$ cat src/rtl/core_seq_ctrl.sv
// rtl/core_seq_ctrl.sv - multi-cycle FETCH/DECODE/EXEC/MEM/WB sequencer for the RV32 core
// Strobes are decoded from the current state so an async reset drops them in the same cycle.
module core_seq_ctrl #(
  parameter int CNT_W   = 32,
  parameter int TIMEOUT = 16
) (
  input  logic             clk,
  input  logic             rst,
  input  logic             run_i,
  input  logic             halt_i,
  input  logic             trap_clr_i,
  output logic             imem_req_o,
  input  logic             imem_rvalid_i,
  output logic             ir_we_o,
  input  logic             dec_regfile_we_i,
  input  logic             dec_memread_i,
  input  logic             dec_memwrite_i,
  input  logic             dec_illegal_i,
  output logic             dmem_req_o,
  output logic             dmem_we_o,
  input  logic             dmem_ready_i,
  output logic             regfile_we_o,
  output logic             pc_we_o,
  output logic             trap_o,
  output logic [1:0]       trap_cause_o,
  output logic [2:0]       state_o,
  output logic [CNT_W-1:0] cycle_cnt_o,
  output logic [CNT_W-1:0] instret_cnt_o
);

  typedef enum logic [2:0] {
    S_IDLE   = 3'd0,
    S_FETCH  = 3'd1,
    S_WAIT_I = 3'd2,
    S_DECODE = 3'd3,
    S_EXEC   = 3'd4,
    S_MEM    = 3'd5,
    S_WB     = 3'd6,
    S_TRAP   = 3'd7
  } state_t;

  localparam logic [1:0]  CAUSE_NONE    = 2'd0;
  localparam logic [1:0]  CAUSE_ILLEGAL = 2'd1;
  localparam logic [1:0]  CAUSE_TIMEOUT = 2'd2;
  localparam logic [15:0] TO_LIMIT      = 16'(TIMEOUT);

  state_t           state_q, state_d;
  logic [15:0]      to_cnt_q, to_cnt_d;
  logic [15:0]      to_cnt_inc;
  logic [1:0]       cause_q, cause_d;
  logic [CNT_W-1:0] cycle_q, cycle_d;
  logic [CNT_W-1:0] instret_q, instret_d;

  assign to_cnt_inc = to_cnt_q + 16'd1;

  always_ff @(posedge clk or negedge rst) begin
    if (!rst) begin
      state_q   <= S_IDLE;
      to_cnt_q  <= '0;
      cause_q   <= CAUSE_NONE;
      cycle_q   <= '0;
      instret_q <= '0;
    end else begin
      state_q   <= state_d;
      to_cnt_q  <= to_cnt_d;
      cause_q   <= cause_d;
      cycle_q   <= cycle_d;
      instret_q <= instret_d;
    end
  end

  always_comb begin
    state_d      = state_q;
    to_cnt_d     = to_cnt_q;
    cause_d      = cause_q;
    instret_d    = instret_q;
    cycle_d      = cycle_q;
    imem_req_o   = 1'b0;
    ir_we_o      = 1'b0;
    dmem_req_o   = 1'b0;
    dmem_we_o    = 1'b0;
    regfile_we_o = 1'b0;
    pc_we_o      = 1'b0;
    trap_o       = 1'b0;

    // Only cycles spent working on an instruction are counted.
    if (state_q != S_IDLE && state_q != S_TRAP) begin
      cycle_d = cycle_q + CNT_W'(1);
    end

    case (state_q)
      S_IDLE: begin
        if (run_i) state_d = S_FETCH;
      end
      S_FETCH: begin
        imem_req_o = 1'b1;
        to_cnt_d   = '0;
        state_d    = S_WAIT_I;
      end
      S_WAIT_I: begin
        ir_we_o = imem_rvalid_i;
        if (imem_rvalid_i) begin
          state_d = S_DECODE;
        end else begin
          // Data arriving on the last permitted cycle takes priority over the trap.
          to_cnt_d = to_cnt_inc;
          if (to_cnt_inc == TO_LIMIT) begin
            state_d = S_TRAP;
            cause_d = CAUSE_TIMEOUT;
          end
        end
      end
      S_DECODE: begin
        if (dec_illegal_i) begin
          state_d = S_TRAP;
          cause_d = CAUSE_ILLEGAL;
        end else begin
          state_d = S_EXEC;
        end
      end
      S_EXEC: begin
        state_d = (dec_memread_i || dec_memwrite_i) ? S_MEM : S_WB;
      end
      S_MEM: begin
        dmem_req_o = 1'b1;
        dmem_we_o  = dec_memwrite_i;
        if (dmem_ready_i) state_d = S_WB;
      end
      S_WB: begin
        regfile_we_o = dec_regfile_we_i && !dec_memwrite_i;
        pc_we_o      = 1'b1;
        instret_d    = instret_q + CNT_W'(1);
        state_d      = halt_i ? S_IDLE : S_FETCH;
      end
      S_TRAP: begin
        trap_o = 1'b1;
        if (trap_clr_i) begin
          state_d = S_IDLE;
          cause_d = CAUSE_NONE;
        end
      end
      default: begin
        state_d = S_IDLE;
      end
    endcase
  end

  assign trap_cause_o  = cause_q;
  assign state_o       = state_q;
  assign cycle_cnt_o   = cycle_q;
  assign instret_cnt_o = instret_q;

endmodule

$ cat config.mk
export PLATFORM = sky130hd
export DESIGN_NAME = core_seq_ctrl
export DESIGN_NICKNAME = d
export VERILOG_FILES = /design/src/rtl/core_seq_ctrl.sv
export SDC_FILE = /design/constraint.sdc
export NUM_CORES = 1
export LEC_CHECK = 0
export ABC_AREA = 1
export CORE_AREA = 2 2 111 113
export DETAILED_ROUTE_END_ITERATION = 10
export DIE_AREA = 0 0 113 115
export SYNTH_ARGS = -nofsm -noshare
export SYNTH_HDL_FRONTEND = slang
export SYNTH_SLANG_ARGS = --single-unit
$ cat constraint.sdc
create_clock -name clk -period 2.3 [get_ports clk]
set_input_delay 0.46 -clock clk [delete_from_list [all_inputs] [get_ports clk]]
set_output_delay 0.46 -clock clk [all_outputs]
set_load 0.02 [all_outputs]
== Word-level counts from Yosys, hierarchy flattened ==
Index checks and enable logic that the tools add are counted.
W data, S select, Z words.

* Eq/ne operators: 16
* Multiplexer cells: 23
* Reductions and logical operators: 11
* $add $sub $neg: 3

{| class="wikitable"
|+ Operators with widths
! cell !! count
|-
| $add A32 B1 Y32 const B || 2
|-
| $pmux W16 S2 || 1
|-
| $pmux W3 S8 || 1
|-
| $add A16 B1 Y16 const B || 1
|-
| $eq A16 B5 Y1 const B || 1
|-
| $mux W16 || 1
|-
| $mux W3 || 5
|-
| $eq A3 B3 Y1 const B || 4
|-
| $mux W2 || 6
|-
| $ne A2 B2 Y1 const B || 6
|-
| $mux W1 || 8
|-
| $eq A3 B2 Y1 const B || 2
|-
| $ne A3 B3 Y1 const B || 2
|-
| $pmux W2 S3 || 1
|-
| $reduce_bool A3 Y1 || 2
|-
| $reduce_and A5 Y1 || 1
|-
| $reduce_and A4 Y1 || 1
|-
| $eq A3 B1 Y1 const B || 1
|-
| $logic_not A3 Y1 || 1
|-
| $logic_and A1 B1 Y1 || 2
|-
| $reduce_and A2 Y1 || 1
|-
| $reduce_bool A2 Y1 || 1
|-
| $logic_not A1 Y1 || 1
|-
| $logic_or A1 B1 Y1 || 1
|}

* Word-level logic and storage cells: 58
* Input bits: 11
* Output and inout port bits: 76
* Flip-flop bits (word level): 85

== Logic depth before layout (Yosys ltp) ==
Gate-level depths: netlist of run 1.

* Depth in word-level cells: 5
* Mapped depth: 14
* Depth with buffers taken out: 14

== Worst setup path after synthesis of run 1 ==
Ideal clock, no wire load.

* Path kind: reg2out
* From: reg state_q[1] (netlist: state_o[1])
* To: out dmem_we_o
* Path slack: 0.396 ns
* Stages on the path, launching flop included: 6
* Required time: 1.840 ns
* Arrival time: 1.444 ns
* Buffers on the path: 0
* Cells stage by stage: dfrtp_1 inv_1 nand2_1 nor2_1 inv_1 nor2_1

* Word-level cells in the longest chain between the ends: 2

{| class="wikitable"
|+ RTL lines
! what !! RTL line !! RTL
|-
| start: declaration || 47 || <nowiki>state_t state_q, state_d;</nowiki>
|-
| start signal: assignment || 64 || <nowiki>state_q <= state_d;</nowiki>
|-
| $eq A3 B3 Y1 || 91 || <nowiki>case (state_q)</nowiki>
|-
| $mux W1 || 91 ||
|-
| end: declaration || 20 || <nowiki>output logic dmem_we_o,</nowiki>
|}

No other way between the ends.

== Final worst setup path of run 1 ==
* From: reg state_q[0] (netlist: state_o[0])
* To: out trap_o

* Word-level cells in the longest chain between the ends: 2

{| class="wikitable"
|+ RTL lines
! what !! RTL line !! RTL
|-
| $eq A3 B3 Y1 || 91 ||
|-
| $mux W1 || 91 ||
|-
| end: declaration || 24 || <nowiki>output logic trap_o,</nowiki>
|}

No other way between the ends.

==> flow_summary.json, run 1 <==
{
  "area_growth_pct": 29.1,
  "grtUsageTotal": 0.181,
  "grt_pass1_vias": 3879,
  "row_count": 40,
  "worst_slew_pin_slew_ps": 644,
  "cts.path.max_buffers": 2,
  "dpl.hpwl_um": 8460,
  "grt_max_degree": 38,
  "drcViolationCount": 6,
  "final_antenna_net_count": 0,
  "fill_cells": 1145,
  "place_congestion": 0.823,
  "path_class": "register to output pin",
  "clkSinkCount": 85,
  "final_cells": 796,
  "die_w_um": 113,
  "holdCritPathClass": "input port to async pin",
  "startpoint_type": "register",
  "post_drt_wl_per_cell_um": 14.0,
  "setup_ws_ps": 95.1,
  "min_period_ps": 2200,
  "drive_gt1_frac": 0.0878,
  "critPathCaptureType": "output pin",
  "fp.coreArea_um2": 11800,
  "crit_end": "trap_o",
  "fin_skew_ps": 5.98,
  "rsz0062_at_grt": "no",
  "first_iter_violations": 210,
  "r2r_start": "state_o[0]$_DFFE_PN0P_",
  "fmax_mhz": 454,
  "overflow": 0,
  "vdd_drop_max_uv": 332,
  "power_density_nw_per_um2": 760,
  "clk_pin_slew_ps": 60,
  "cts-root-buf": "clkbuf_16",
  "dieArea_um2": 13000,
  "setup-tns-final_ps": 0,
  "violations": "design-rule violations",
  "antenna_found_initial": 0,
  "rr_endpoint": "cycle_cnt_o[31]$_DFFE_PN0P_",
  "clk_latency_ps": 330,
  "io_buffers": 86,
  "syn_nets": 560,
  "maxSlewHeadroom": 0.571,
  "finalCritPeriodShare": 0.959,
  "syn_inst": 545,
  "synth_seq_cells": 85,
  "r2r_slack_ps": 280,
  "viasPerCell": 4.85,
  "seqCellArea_um2": 2130,
  "ys_types": 35,
  "yosysWarningCount": 0,
  "setup_viol": 0,
  "dieHeight_um": 115,
  "htree_levels": 3,
  "status": "finished with violations",
  "cp_max_fo": 6,
  "worstPathArrival_ps": 1740,
  "post_cts_buffers": 0,
  "nets": 660,
  "start_util": 0.390,
  "pre_cts_slack_ps": 17.5,
  "vias": 3861,
  "syn_avg_cell_area_um2": 8.45,
  "worstPathRequired_ps": 1840,
  "cts_tree": "done",
  "cts_buffers": 9,
  "cp-startpoint": "state_o[0]$_DFFE_PN0P_",
  "num_io_pins": 87,
  "synth.yosys.seq_area_share": 0.462,
  "antenna_cells": 0,
  "grt_pass1_wl_um": 18800,
  "wl_um": 11200,
  "ff2ff_path_depth": 10,
  "p_leak_uw": 0.00277,
  "final_max_slew_viol_count": 0,
  "cts_hold_buf": 0,
  "timing.final.hold_violations": 0,
  "cap_violations": 0,
  "multi_input_area_um2": 2160,
  "dr.pass1.iters": 8,
  "netlist_area_um2": 4610,
  "dp_cells": 781
}
==> flip-flops by register name, indices dropped and copies added, names as in the netlist <==
signal	count
cycle_cnt_o	32
instret_cnt_o	32
to_cnt_q	16
state_o	3
trap_cause_o	2
==> cell usage in the layout, fill, tap and decap left out, drive strengths merged <==
cell type	n
a21oi	2
buf	8
clkbuf	11
clkdlybuf4s50	80
clkinv	3
clkinvlp	2
dfrtp	85
dlygate4sd2	4
dlymetal6s2s	1
ha	4
inv	74
nand2	122
nand3	35
nand3b	2
nand4	20
nor2	75
nor3	23
nor3b	1
nor4	3
o211ai	3
o21ai	18
o22ai	6
or2	1
xnor2	23
xor2	43
==> Yosys cell counts, drive strengths merged <==
master / number / area share
nand2: 122 / 0.11
dfrtp: 85 / 0.46
nor2: 75 / 0.072
inv: 74 / 0.060
xor2: 43 / 0.082
nand3: 35 / 0.046
nor3: 23 / 0.034
xnor2: 23 / 0.044
nand4: 20 / 0.027
o21ai: 18 / 0.020
o22ai: 6 / 0.0081
buf: 4 / 0.0068
ha: 4 / 0.011
nor4: 3 / 0.0054
o211ai: 3 / 0.0049
a21oi: 2 / 0.0022
nand3b: 2 / 0.0033
clkinv: 1 / 0.0019
nor3b: 1 / 0.0016
or2: 1 / 0.0014
==> through the flow <==
step	hold WS, ps	total power, uW	cell area [um^2]	util
4_1_cts	97.2	4580	5950	0.503
2_1_floorplan	164	2690	4610	-
6_report	87.2	4520	5950	0.504
3_5_place_dp	460	3250	5680	0.481
5_1_grt	113	4810	5950	0.504
3_3_place_gp	461	3230	5680	0.481
==> cell families (layout without fill, tap and decap cells) <==
kind of cell	Yosys count	after routing	share of synthesized area
buffers and inverters	79	183	0.0690
AO/OA/AOI/OAI	29	29	0.0356
AND/OR/NAND/NOR	282	282	0.297
XOR/XNOR	66	66	0.125
flip-flops	85	85	0.462
adder cells (fa/ha/maj)	4	4	0.0109
==> repair_timing <==
item | 4_1_cts | 5_1_grt
pin swaps | 0 | 0
setup endpoints to repair | 4 | 2
resized for setup | 4 | 2
==> routing by layer <==
layer / part of all wire / global-route usage / wire length, um / vias to the layer above
met2: 0.47 / 0.287 / 5280 / 82
met4: 0.0054 / 0.0463 / 60 / 0
met3: 0.039 / 0.0469 / 432 / 6
li1: - / - / - / 1927
met5: 0 / 0 / 0 / -
met1: 0.48 / 0.248 / 5410 / 1846
==> worst min-delay path by stage <==
stage / slack (ps) / startpoint / to / cells after the start
6_report: 90 / rst / instret_cnt_o[6]$_DFFE_PN0P_ / 1
5_1_grt: 110 / rst / instret_cnt_o[6]$_DFFE_PN0P_ / 1
4_1_cts: 100 / rst / instret_cnt_o[6]$_DFFE_PN0P_ / 1
3_5_place_dp: 460 / rst / instret_cnt_o[6]$_DFFE_PN0P_ / 1
3_3_place_gp: 460 / rst / instret_cnt_o[5]$_DFFE_PN0P_ / 1
2_1_floorplan: 160 / rst / cycle_cnt_o[0]$_DFFE_PN0P_ / 0
==> where the power goes <==
group | switching [uW] | total [uW] | internal, uW
registers | 194 | 1840 | 1640
clock network | 566 | 1320 | 752
logic | 824 | 1370 | 541
==> cell type report <==
| class | instances | area share |
|---|---|---|
| timing repair buffer | 93 | 0.155 |
| inverter | 75 | 0.0482 |
| multi-input combinational | 381 | 0.363 |
| tap | 147 | 0.0309 |
| clock inverter | 4 | 0.00421 |
| clock buffer | 11 | 0.0408 |
| sequential | 85 | 0.358 |
==> worst max-delay path, stage by stage, from the launching register on <==
cell	delay, ps
dfrtp_1	440
nand2_1	120
inv_1	60
nand2_1	110
inv_1	80
clkdlybuf4s50_1	600
Power figures use the tool's default switching activity.
==> run 2: changes to the inputs <==
--- a/config.mk
+++ b/config.mk
@@ -5,10 +5,10 @@
 export SDC_FILE = /design/constraint.sdc
 export NUM_CORES = 1
 export LEC_CHECK = 0
-export ABC_AREA = 1
-export CORE_AREA = 2 2 111 113
+export ABC_AREA = 0
+export CORE_AREA = 2 2 108 110
 export DETAILED_ROUTE_END_ITERATION = 10
-export DIE_AREA = 0 0 113 115
+export DIE_AREA = 0 0 110 112
 export SYNTH_ARGS = -nofsm -noshare
 export SYNTH_HDL_FRONTEND = slang
 export SYNTH_SLANG_ARGS = --single-unit
==> run 2 against run 1 <==
Net effect: core utilization rose by 1.8 points; first-iteration DRC count decreased by 22%; non-clock buffer count is 18 higher; wire length down 6.8%; sequential power rose by 4%; area after synthesis fell by 5.2%; critical path depth is 3 lower; the run now ends clean; flip-flop and latch count unchanged; combinational power rose by 16%.
==> flow_summary.json, run 2 <==
{
  "status": "complete, no violations",
  "yosysTopAreaCellShare": 0.487,
  "overflow": 0,
  "power_density_nw_per_um2": 877,
  "clock_power_share": 0.313,
  "viasPerCell": 5.28,
  "setup_viol": 0,
  "synth_seq_cells": 85,
  "rsz0062_at_grt": "no",
  "cp_max_fo": 9,
  "path_class": "register to output pin",
  "dr.pass1.iters": 6,
  "cts_tree": "done",
  "vdd_drop_max_uv": 563,
  "cts-root-buf": "clkbuf_16",
  "grtUsageTotal": 0.178,
  "utilization": 0.522,
  "syn_inst": 433,
  "r2r_start": "to_cnt_q[5]$_DFFE_PN0P_",
  "worst_slew_pin_slew_ps": 893,
  "maxSlewHeadroom": 0.402,
  "pwr-share-seq": 0.376,
  "setup-tns-final_ps": 0,
  "synth_top_area_cell": "dfrtp_1",
  "syn_nets": 448,
  "ff2ff_path_depth": 6,
  "die_w_um": 110,
  "synthMuxAreaShare": 0.00946,
  "start_util": 0.391,
  "nets": 553,
  "post_drt_wl_per_cell_um": 15.2,
  "switching_share": 0.339,
  "layout_common_cells": "82 x dfrtp_1, 80 x clkdlybuf4s50_1, 52 x xnor2_1",
  "synth_xor_area_frac": 0.132,
  "switching_power_uw": 1730,
  "netlist_area_um2": 4370,
  "place_congestion": 0.813,
  "dieArea_um2": 12300,
  "vias": 3622,
  "layout_commonest_cell": "dfrtp_1",
  "synth_top_family_by_area": "simple AND/OR/NAND/NOR gates",
  "antenna_cells": 0,
  "wl_met3_um": 439,
  "clk_latency_ps": 340,
  "r2r_slack_ps": 200,
  "synth.area.top_cells": "dfrtp_1 49%, xnor2_1 10%, nand4_1 4.0%",
  "final_max_slew_viol_count": 0,
  "synth.yosys.seq_area_share": 0.487,
  "fin_skew_ps": 6.18,
  "synthAdderAreaFrac": 0.0115,
  "fp.coreArea_um2": 11200,
  "fmax_mhz": 458,
  "grt_pass1_wl_um": 17300,
  "drive_gt1_frac": 0.123,
  "area_growth_pct": 33.5,
  "setup_ws_ps": 115,
  "synth_async_sr_flop_share": 1.00,
  "grt_max_degree": 41,
  "ys_top_cells_by_count": "85 x dfrtp_1, 52 x xnor2_1, 43 x nand2_1",
  "synthSimpleGateAreaFrac": 0.240,
  "min_period_ps": 2190,
  "cap_violations": 0,
  "pre_cts_slack_ps": 47.4,
  "dieHeight_um": 112,
  "synth.most_common_cell": "dfrtp_1",
  "ys.flop_type": "dfrtp_1",
  "p_comb_frac": 0.311,
  "critPathCaptureType": "output pin",
  "dpl.hpwl_um": 7440,
  "finalCritPeriodShare": 0.950,
  "rr_endpoint": "trap_cause_o[0]$_DFFE_PN0P_",
  "postPlaceCellArea_um2": 5490,
  "antenna_found_initial": 0,
  "wl_met2_um": 4910,
  "synth_compound_area_frac": 0.0897,
  "startpoint_type": "register",
  "io_buffers": 86,
  "yosysWarningCount": 0,
  "whs_ps": 94.2,
  "ys_types": 56,
  "seqCellArea_um2": 2130,
  "cts_buffers": 9,
  "final_area_um2": 5830,
  "fill_cells": 1057,
  "internal-power_uw": 3380,
  "final_antenna_net_count": 0,
  "synth-edff-count": 0,
  "timing.final.hold_violations": 0,
  "num_io_pins": 87,
  "first_iter_violations": 164,
  "drcViolationCount": 0,
  "highest_layer": "met4",
  "worstPathRequired_ps": 1840,
  "clkSinkCount": 85,
  "multi_input_area_um2": 2110,
  "row_count": 39,
  "grt_pass1_vias": 3462,
  "cts.path.max_buffers": 2,
  "clk_pin_slew_ps": 60,
  "holdCritPathClass": "input port to async pin",
  "met1_length_um": 4950,
  "wl_um": 10400,
  "htree_levels": 3,
  "p_leak_uw": 0.00252,
  "syn_avg_cell_area_um2": 10.1,
  "worstPathArrival_ps": 1730
}
==> run 2: cell types whose count changed after synthesis, moves of 8 or more <==
cell / delta
nand4_1: +8
nand3_1: -8
and3_1: +9
nor2_1: -32
xnor2_1: +29
and4_1: +8
nor3_1: -8
nand2_1: -71
inv_1: -64
o21ai_0: +13
xor2_1: -29
==> run 2: logic make-up (layout without fill, tap and decap cells) <==
| group | Yosys count | in the layout |
|---|---|---|
| fa+ha+maj | 4 | 4 |
| mux | 4 | 4 |
| flops | 85 | 85 |
| compound gates | 61 | 61 |
| simple gates | 187 | 187 |
| xor+xnor | 66 | 66 |
| buf+inv | 26 | 136 |
==> run 2: power by group through the flow <==
stage / combinational [uW] / sequential, uW / clock [uW]
final: 1590 / 1920 / 1600
after global routing: 1730 / 1960 / 1690
after CTS: 1610 / 1920 / 1620
after detailed placement: 1570 / 1950 / 0
after global placement: 1560 / 1930 / 0
after floorplan: 756 / 2050 / 0
==> run 2: repair_timing <==
action	4_1_cts	5_1_grt
hold buffers	0	0
buffers inserted	1	0
endpoints found under the setup margin	7	3
gates resized for setup	7	3
==> run 2: worst max-delay path by stage <==
stage	start	end	depth (start not counted)
6_report	state_o[0]$_DFFE_PN0P_	pc_we_o	2
2_1_floorplan	to_cnt_q[0]$_DFFE_PN0P_	trap_cause_o[0]$_DFFE_PN0P_	7
3_5_place_dp	imem_rvalid_i	to_cnt_q[13]$_DFFE_PN0P_	6
3_3_place_gp	imem_rvalid_i	ir_we_o	3
4_1_cts	state_o[0]$_DFFE_PN0P_	dmem_we_o	4
5_1_grt	to_cnt_q[5]$_DFFE_PN0P_	state_o[2]$_DFFE_PN0P_	6
==> run 2: cell type report <==
class                           instances  area share
Multi-Input combinational cell        322       0.362
Inverter                                9     0.00579
Timing Repair Buffer                  111       0.180
Sequential cell                        85       0.365
Clock buffer                           10      0.0410
Tap cell                              143      0.0307
Clock inverter                          6      0.0148
==> run 2: critical path, cell delays in order, from the launching register on <==
cell and delay [ps]:
dfrtp_2 460, and3b_2 310, clkdlybuf4s50_1 610
==> run 2: layer usage <==
metal  global-route usage  vias up
met5                    0        -
met4               0.0549        0
met3               0.0363       11
met2                0.279       80
met1                0.247     1786
li1                     -     1745
==> run 2: stage by stage <==
stage,cells,total power (uW)
floorplan,433,2810
CTS,686,5150
global placement,669,3490
global route,686,5370
detailed placement,669,3520
finish,686,5110
==> run 3: changes to the inputs <==
==> constraint.sdc (replaced) <==
create_clock -name clk -period 2.3 [get_ports clk]
set_input_delay 0.23 -clock clk [delete_from_list [all_inputs] [get_ports clk]]
set_output_delay 0.23 -clock clk [all_outputs]
set_load 0.02 [all_outputs]
==> run 3 against run 2 <==
Net effect: maximum frequency rose by 0.97%; worst setup slack improved by 21 ps; flip-flop and latch count did not move; sequential share of layout area rose by 0.47 points; via count fell by 1.7%; critical path depth rose by 1; worst hold slack improved by 280 ps; cell area fell by 1.3%; count of clock-buffer cells in the layout did not move.
==> flow_summary.json, run 3 (same netlist as run 2, synthesis figures left out) <==
{
  "pwr-share-seq": 0.385,
  "nets": 544,
  "cts-root-buf": "clkbuf_16",
  "critPathCaptureType": "output pin",
  "clk_pin_slew_ps": 70,
  "status": "complete, no violations",
  "maxSlewHeadroom": 0.413,
  "cts_tree": "done",
  "cap_violations": 0,
  "switching_share": 0.344,
  "dieHeight_um": 112,
  "io_buffers": 86,
  "final_antenna_net_count": 0,
  "whs_ps": 378,
  "holdCritPathClass": "input port to async pin",
  "grt_max_degree": 53,
  "highest_layer": "met4",
  "wl_um": 9960,
  "min_period_ps": 2160,
  "place_congestion": 0.833,
  "utilization": 0.515,
  "p_comb_frac": 0.311,
  "antenna_found_initial": 0,
  "met1_length_um": 4740,
  "clock_power_share": 0.304,
  "fill_cells": 1040,
  "worstPathArrival_ps": 1930,
  "power_density_nw_per_um2": 859,
  "first_iter_violations": 208,
  "internal-power_uw": 3240,
  "vias": 3562,
  "dpl.hpwl_um": 7280,
  "post_cts_buffers": 0,
  "clkSinkCount": 85,
  "start_util": 0.391,
  "row_count": 39,
  "wl_met2_um": 4690,
  "p_leak_uw": 0.00243,
  "grtUsageTotal": 0.166,
  "fmax_mhz": 462,
  "drive_gt1_frac": 0.103,
  "cp-startpoint": "state_o[2]$_DFFE_PN0P_",
  "r2r_start": "to_cnt_q[0]$_DFFE_PN0P_",
  "setup-tns-final_ps": 0,
  "crit_end": "ir_we_o",
  "rsz0062_at_grt": "no",
  "antenna_cells": 0,
  "overflow": 0,
  "cp_max_fo": 11,
  "worstPathRequired_ps": 2070,
  "wl_met3_um": 422,
  "layout_commonest_cell": "clkdlybuf4s50_1",
  "vdd_drop_max_uv": 505,
  "switching_power_uw": 1700,
  "worst_slew_pin_slew_ps": 877,
  "dp_cells": 660,
  "layout_common_cells": "84 x clkdlybuf4s50_1, 82 x dfrtp_1, 52 x xnor2_1",
  "fp.coreArea_um2": 11200,
  "cts.path.max_buffers": 2,
  "area_growth_pct": 31.8,
  "r2r_slack_ps": 200,
  "fin_skew_ps": 9.05,
  "rr_endpoint": "trap_cause_o[0]$_DFFE_PN0P_",
  "viasPerCell": 5.26,
  "post_drt_wl_per_cell_um": 14.7,
  "finalCritPeriodShare": 0.941,
  "startpoint_type": "register",
  "final_max_slew_viol_count": 0,
  "setup_viol": 0,
  "clk_latency_ps": 330,
  "die_w_um": 110,
  "cts_buffers": 9,
  "htree_levels": 3,
  "finalPower_uw": 4950,
  "drcViolationCount": 0,
  "timing.final.hold_violations": 0,
  "grt_pass1_wl_um": 16300,
  "num_io_pins": 87,
  "dieArea_um2": 12300,
  "path_class": "register to output pin",
  "dr.pass1.iters": 4,
  "final_cells": 677,
  "grt_pass1_vias": 3329,
  "ff2ff_path_depth": 7
}
[run 3: stage by stage]
step	cell area (um^2)	setup slack, ps
after floorplan	4370	278
after global placement	5430	313
after detailed placement	5430	231
after CTS	5750	25.5
after global routing	5760	16.5
final	5760	136
[run 3: how the worst min path moves through the flow]
stage,start,to,cells after the start
2_1_floorplan,rst,cycle_cnt_o[0]$_DFFE_PN0P_,0
3_3_place_gp,rst,instret_cnt_o[29]$_DFFE_PN0P_,1
3_5_place_dp,rst,instret_cnt_o[31]$_DFFE_PN0P_,1
4_1_cts,rst,instret_cnt_o[31]$_DFFE_PN0P_,2
5_1_grt,rst,instret_cnt_o[30]$_DFFE_PN0P_,2
6_report,rst,instret_cnt_o[31]$_DFFE_PN0P_,2
[run 3: layer usage]
| metal | vias to the layer above | global-route usage |
|---|---|---|
| met1 | 1756 | 0.236 |
| met4 | 0 | 0.0481 |
| met5 | - | 0 |
| met3 | 9 | 0.0334 |
| met2 | 66 | 0.257 |
| li1 | 1731 | - |
[run 3: final cells by class]
type,instances,area [um^2],share of cell area
Multi-Input combinational cell,322,2110,0.366
Clock inverter,6,70.1,0.0122
Tap cell,143,179,0.0311
Timing Repair Buffer,102,996,0.173
Sequential cell,85,2130,0.370
Inverter,9,33.8,0.00587
Clock buffer,10,239,0.0415
[run 3: power by group through the flow]
stage | Sequential [uW] | Clock (uW) | Combinational [uW]
floorplan | 2050 | 0 | 756
global placement | 1920 | 0 | 1540
detailed placement | 1930 | 0 | 1550
CTS | 1900 | 1540 | 1560
global route | 1940 | 1600 | 1690
finish | 1900 | 1500 | 1540
[run 3: timing repair]
action                                 4_1_cts  5_1_grt
hold buffers                                 1        0
endpoints found under the hold margin       33        0
gates resized for setup                      0        4
setup endpoints to repair                    0        5
[run 3: worst max-delay path, cell delays in order (launching register included)]
cell,delay (ps)
dfrtp_2,470
nand2b_1,270
nor3b_1,230
clkdlybuf4s50_1,640
==> RTL edit 1, RTL diff (settings of run 3) <==
Register the output `instret_cnt_o` once more, cleared by the reset; this adds one clock of latency there. The other outputs are not delayed to match.
--- a/src/rtl/core_seq_ctrl.sv
+++ b/src/rtl/core_seq_ctrl.sv
@@ -150,3 +150,9 @@
   assign cycle_cnt_o   = cycle_q;
-  assign instret_cnt_o = instret_q;
+  always_ff @(posedge clk or negedge rst) begin
+    if (!rst) begin
+      instret_cnt_o <= '0;
+    end else begin
+      instret_cnt_o <= instret_q;
+    end
+  end
 
Formal check against the unedited RTL: not equivalent (Yosys sat finds a counterexample within 10 cycles, from zero or initial values and one cycle with rst low).
==> RTL edit 1 against run 3 <==
Routed wire length rose by 8.5%. Sequential cell count rose by 32. Worst hold slack got worse by 0.12 ns. Critical endpoint is now dmem_we_o. Sequential share of layout area rose by 5.1 points. Total power rose by 36%. Largest cell class unchanged. Highest routed layer unchanged. Critical path type unchanged. Final area rose by 21%. Synthesized area rose by 19%. Clock power rose by 79%. Critical path depth rose by 1. Worst setup slack got worse by 0.066 ns.
==> RTL edit 1: results (changes against run 3) <==
- Outcome: finished clean
- Nonclk inv count: 10 (+1)
- Critical path peak fanout: 19 (+8)
- Buffering overhead: 0.1507 (-0.02226)
- P_leak: 0.003105 uW (+28%)
- Avg WL per Cell: 14.58 um (-0.83%)
- Met2 Resource Use GR: 0.2896 (+0.03231)
- Clk cell area share: 0.08743 (+0.03374)
- Seq cells: 117 (+38%)
- Largest cells by area after synthesis: dfrtp_1 56%, xnor2_1 8.1%, nand2_1 3.3%
- Met3 Use GR: 0.03981 (+0.006440)
- Cell variety after synth: 51 (-8.9%)
- Sw power: 1961 uW (+15%)
- Syn Inst Count: 479 (+11%)
- GRT Total Usage: 0.1877 (+0.02125)
- # clk buffers: 22 (+12)
- Worst-Skew Late Latency: 0.40 ns (+0.07 ns)
- Crit path to: dmem_we_o
- Non-clk bufs: 109 (+6.9%)
- Highest-power group: clock
- Gpl congestion: 0.8582 (+3.1%)
- Clock skew: 0.008277 ns (-0.0007731 ns)
- # fillers: 920 (-12%)
- Met2 wire len: 5315 um (+13%)
- Largest net degree at the start of global routing: 56 (+5.7%)
==> RTL edit 1: changes by cell type after synthesis, sizes merged, moves of 4 or more <==
cell	delta
nand3	+6
xor2	+4
buf	-9
dfrtp	+32
nor2	-16
and3	+7
a31oi	+4
and2	+4
nand4	-5
clkbuf	+12
xnor2	-4
==> RTL edit 1: kinds of logic (layout without fill, tap and decap cells) <==
| family | count (synthesis) | in the layout | share of synthesized area |
|---|---|---|---|
| DFF | 117 | 117 | 0.5648 |
| AOI/OAI and AO/OA | 67 | 67 | 0.07942 |
| muxes | 3 | 3 | 0.006034 |
| buffers and inverters | 30 | 149 | 0.02317 |
| and+or+nand+nor | 192 | 192 | 0.2054 |
| xor gates and xnor gates | 66 | 66 | 0.1115 |
| adders and majority gates | 4 | 4 | 0.009655 |
==> RTL edit 1: per-stage QoR <==
stage	utilization	setup TNS [ns]
after floorplan	-	0
after global placement	0.5625	0
after detailed placement	0.5625	0
after CTS	0.6180	0
after global routing	0.6224	-0.03298
final	0.6224	0
==> RTL edit 2, RTL diff (flow settings as in run 3) <==
Made on the original files. Set the parameter `CNT_W` to 16 (it was 32).
--- a/src/rtl/core_seq_ctrl.sv
+++ b/src/rtl/core_seq_ctrl.sv
@@ -3,3 +3,3 @@
 module core_seq_ctrl #(
-  parameter int CNT_W   = 32,
+  parameter int CNT_W   = 16,
   parameter int TIMEOUT = 16
Interface: changed (resized cycle_cnt_o and instret_cnt_o); port bits go from 87 to 55. No check against the original RTL was run, so the function may have changed too.
==> RTL edit 2 against run 3 <==
Total power decreased by 31%. Register-to-register slack got worse by 0.08 ns. Synthesized area decreased by 35%. Core utilization decreased by 18 points. Routed wire length decreased by 36%. Sequential share of layout area decreased by 1.4 points. Worst hold slack improved by 0.090 ns. Sequential cell count decreased by 32. Sequential power decreased by 31%. Final area decreased by 35%. Worst setup slack got worse by 0.014 ns. Critical path type is now register to register.
==> RTL edit 2: results (changes against run 3) <==
- CP arrival: 2.38 ns (+0.45 ns)
- Seq/Total Area, Yosys: 0.4694 (-0.01766)
- GRT Total Usage: 0.1076 (-0.05881)
- Fin cells: 500 (-26%)
- First-pass GRT wire length: 10,800 um (-34%)
- Gpl congestion: 0.7466 (-10%)
- Critical-path top delay cell: or4b_4
- Post-DP HPWL: 4641 um (-36%)
- Cell variety after synth: 46 (-18%)
- Slew HR: 0.3525 (-0.06096)
- Outcome: finished clean
- Num CTS Buffers: 5 (-4)
- P_leak: 0.001586 uW (-35%)
- Worst-Skew Late Latency: 0.29 ns (-0.04 ns)
- Met3 Use GR: 0.02166 (-0.01171)
- Placed Cells: 490 (-26%)
- H-tree Lvls: 2 (-1)
- Mapped Avg Cell Area: 9.545 um2 (-5.4%)
- Setup WS pre-CTS: 0.1120 ns (-0.1189 ns)
- Layout cell share with drive strength beyond 1: 0.08683 (-0.01616)
- Vias: 2,405 (-32%)
- Largest cells by area after synthesis: dfrtp_1 47%, xnor2_1 6.5%, o21ai_0 5.3%
- Violation count after the first detailed-route iteration: 150 (-28%)
- Synth Net Count: 311 (-31%)
- Post-Route WL: 6399 um (-36%)
- Peak VDD IR: 0.2969 mV (-41%)
- Crit path max-delay family: simple AND/OR/NAND/NOR gates
- Power Internal: 2124 uW (-35%)
- Top cells by count, synth: 53 x dfrtp_1, 30 x o21ai_0, 27 x nand2_1, 27 x nor2_1, 21 x xnor2_1
- Initial Util: 0.2528 (-0.1379)
- Slowest stage delay, CP: 0.52 ns (-0.12 ns)
- Hold crit path type: register to register
- Met2 Resource Use GR: 0.1783 (-0.07894)
- Critical path peak fanout: 2 (-9)
- Clock skew: 0.005940 ns (-0.003110 ns)
==> RTL edit 2: path summary, 6_finish.rpt <==
kind                                   start           endpoint  slack [ns]  cells past startpoint
max                              to_cnt_q[0]    trap_cause_o[1]        0.12                      6
min                        instret_cnt_o[15]  instret_cnt_o[15]        0.47                      1
max reg2reg                      to_cnt_q[0]    trap_cause_o[1]        0.12                      6
min reg2reg                instret_cnt_o[15]  instret_cnt_o[15]        0.47                      1
max in group asynchronous                rst        to_cnt_q[6]        1.24                      3
min in group asynchronous                rst   instret_cnt_o[7]        0.49                      2
==> RTL edit 2: layout make-up <==
class                           count  area [um2]
Clock buffer                        6       128.9
Clock inverter                      2       13.76
Inverter                            3       11.26
Multi-Input combinational cell    226        1420
Sequential cell                    53        1326
Tap cell                          143       178.9
Fill cell                        1163        7447
Timing Repair Buffer               67       648.1
==> RTL edit 2: repair_timing <==
action                                  in CTS  in global routing
buffers inserted                             0                  1
endpoints found under the hold margin       26                  0
resized for setup                            0                  0
hold buffers                                 1                  0
endpoints found under the setup margin       0                  4
==> RTL edit 2: layer usage <==
| metal | wire length [um] | up-vias | part of all wire |
|---|---|---|---|
| met4 | 57 | 0 | 0.0089 |
| met5 | 0 | - | 0 |
| met2 | 3140 | 44 | 0.49 |
| met1 | 2963 | 1172 | 0.46 |
| li1 | - | 1184 | - |
| met3 | 238 | 5 | 0.037 |
==> RTL edit 2: power by group through the flow <==
stage,sequential (uW),clock (uW),combinational [uW]
floorplan,1440,0,627
global placement,1320,0,1330
detailed placement,1330,0,1360
CTS,1310,772,1360
global route,1340,809,1460
finish,1310,747,1340
==> RTL edit 2: logic make-up after synthesis <==
kind of cell,share of synthesized area
and+or+nand+nor,0.2445
AOI/OAI and AO/OA,0.1298
DFF,0.4694
xor gates and xnor gates,0.09920
buffers and inverters,0.02790
adders and majority gates,0.01772
muxes,0.01151
==> RTL edit 2: metrics by stage <==
step / instance area, um2 / power, uW / util
after floorplan: 2825 / 2067 / -
after global placement: 3567 / 2649 / 0.3192
after detailed placement: 3567 / 2686 / 0.3192
after CTS: 3720 / 3448 / 0.3329
after global routing: 3727 / 3609 / 0.3336
final: 3727 / 3404 / 0.3336
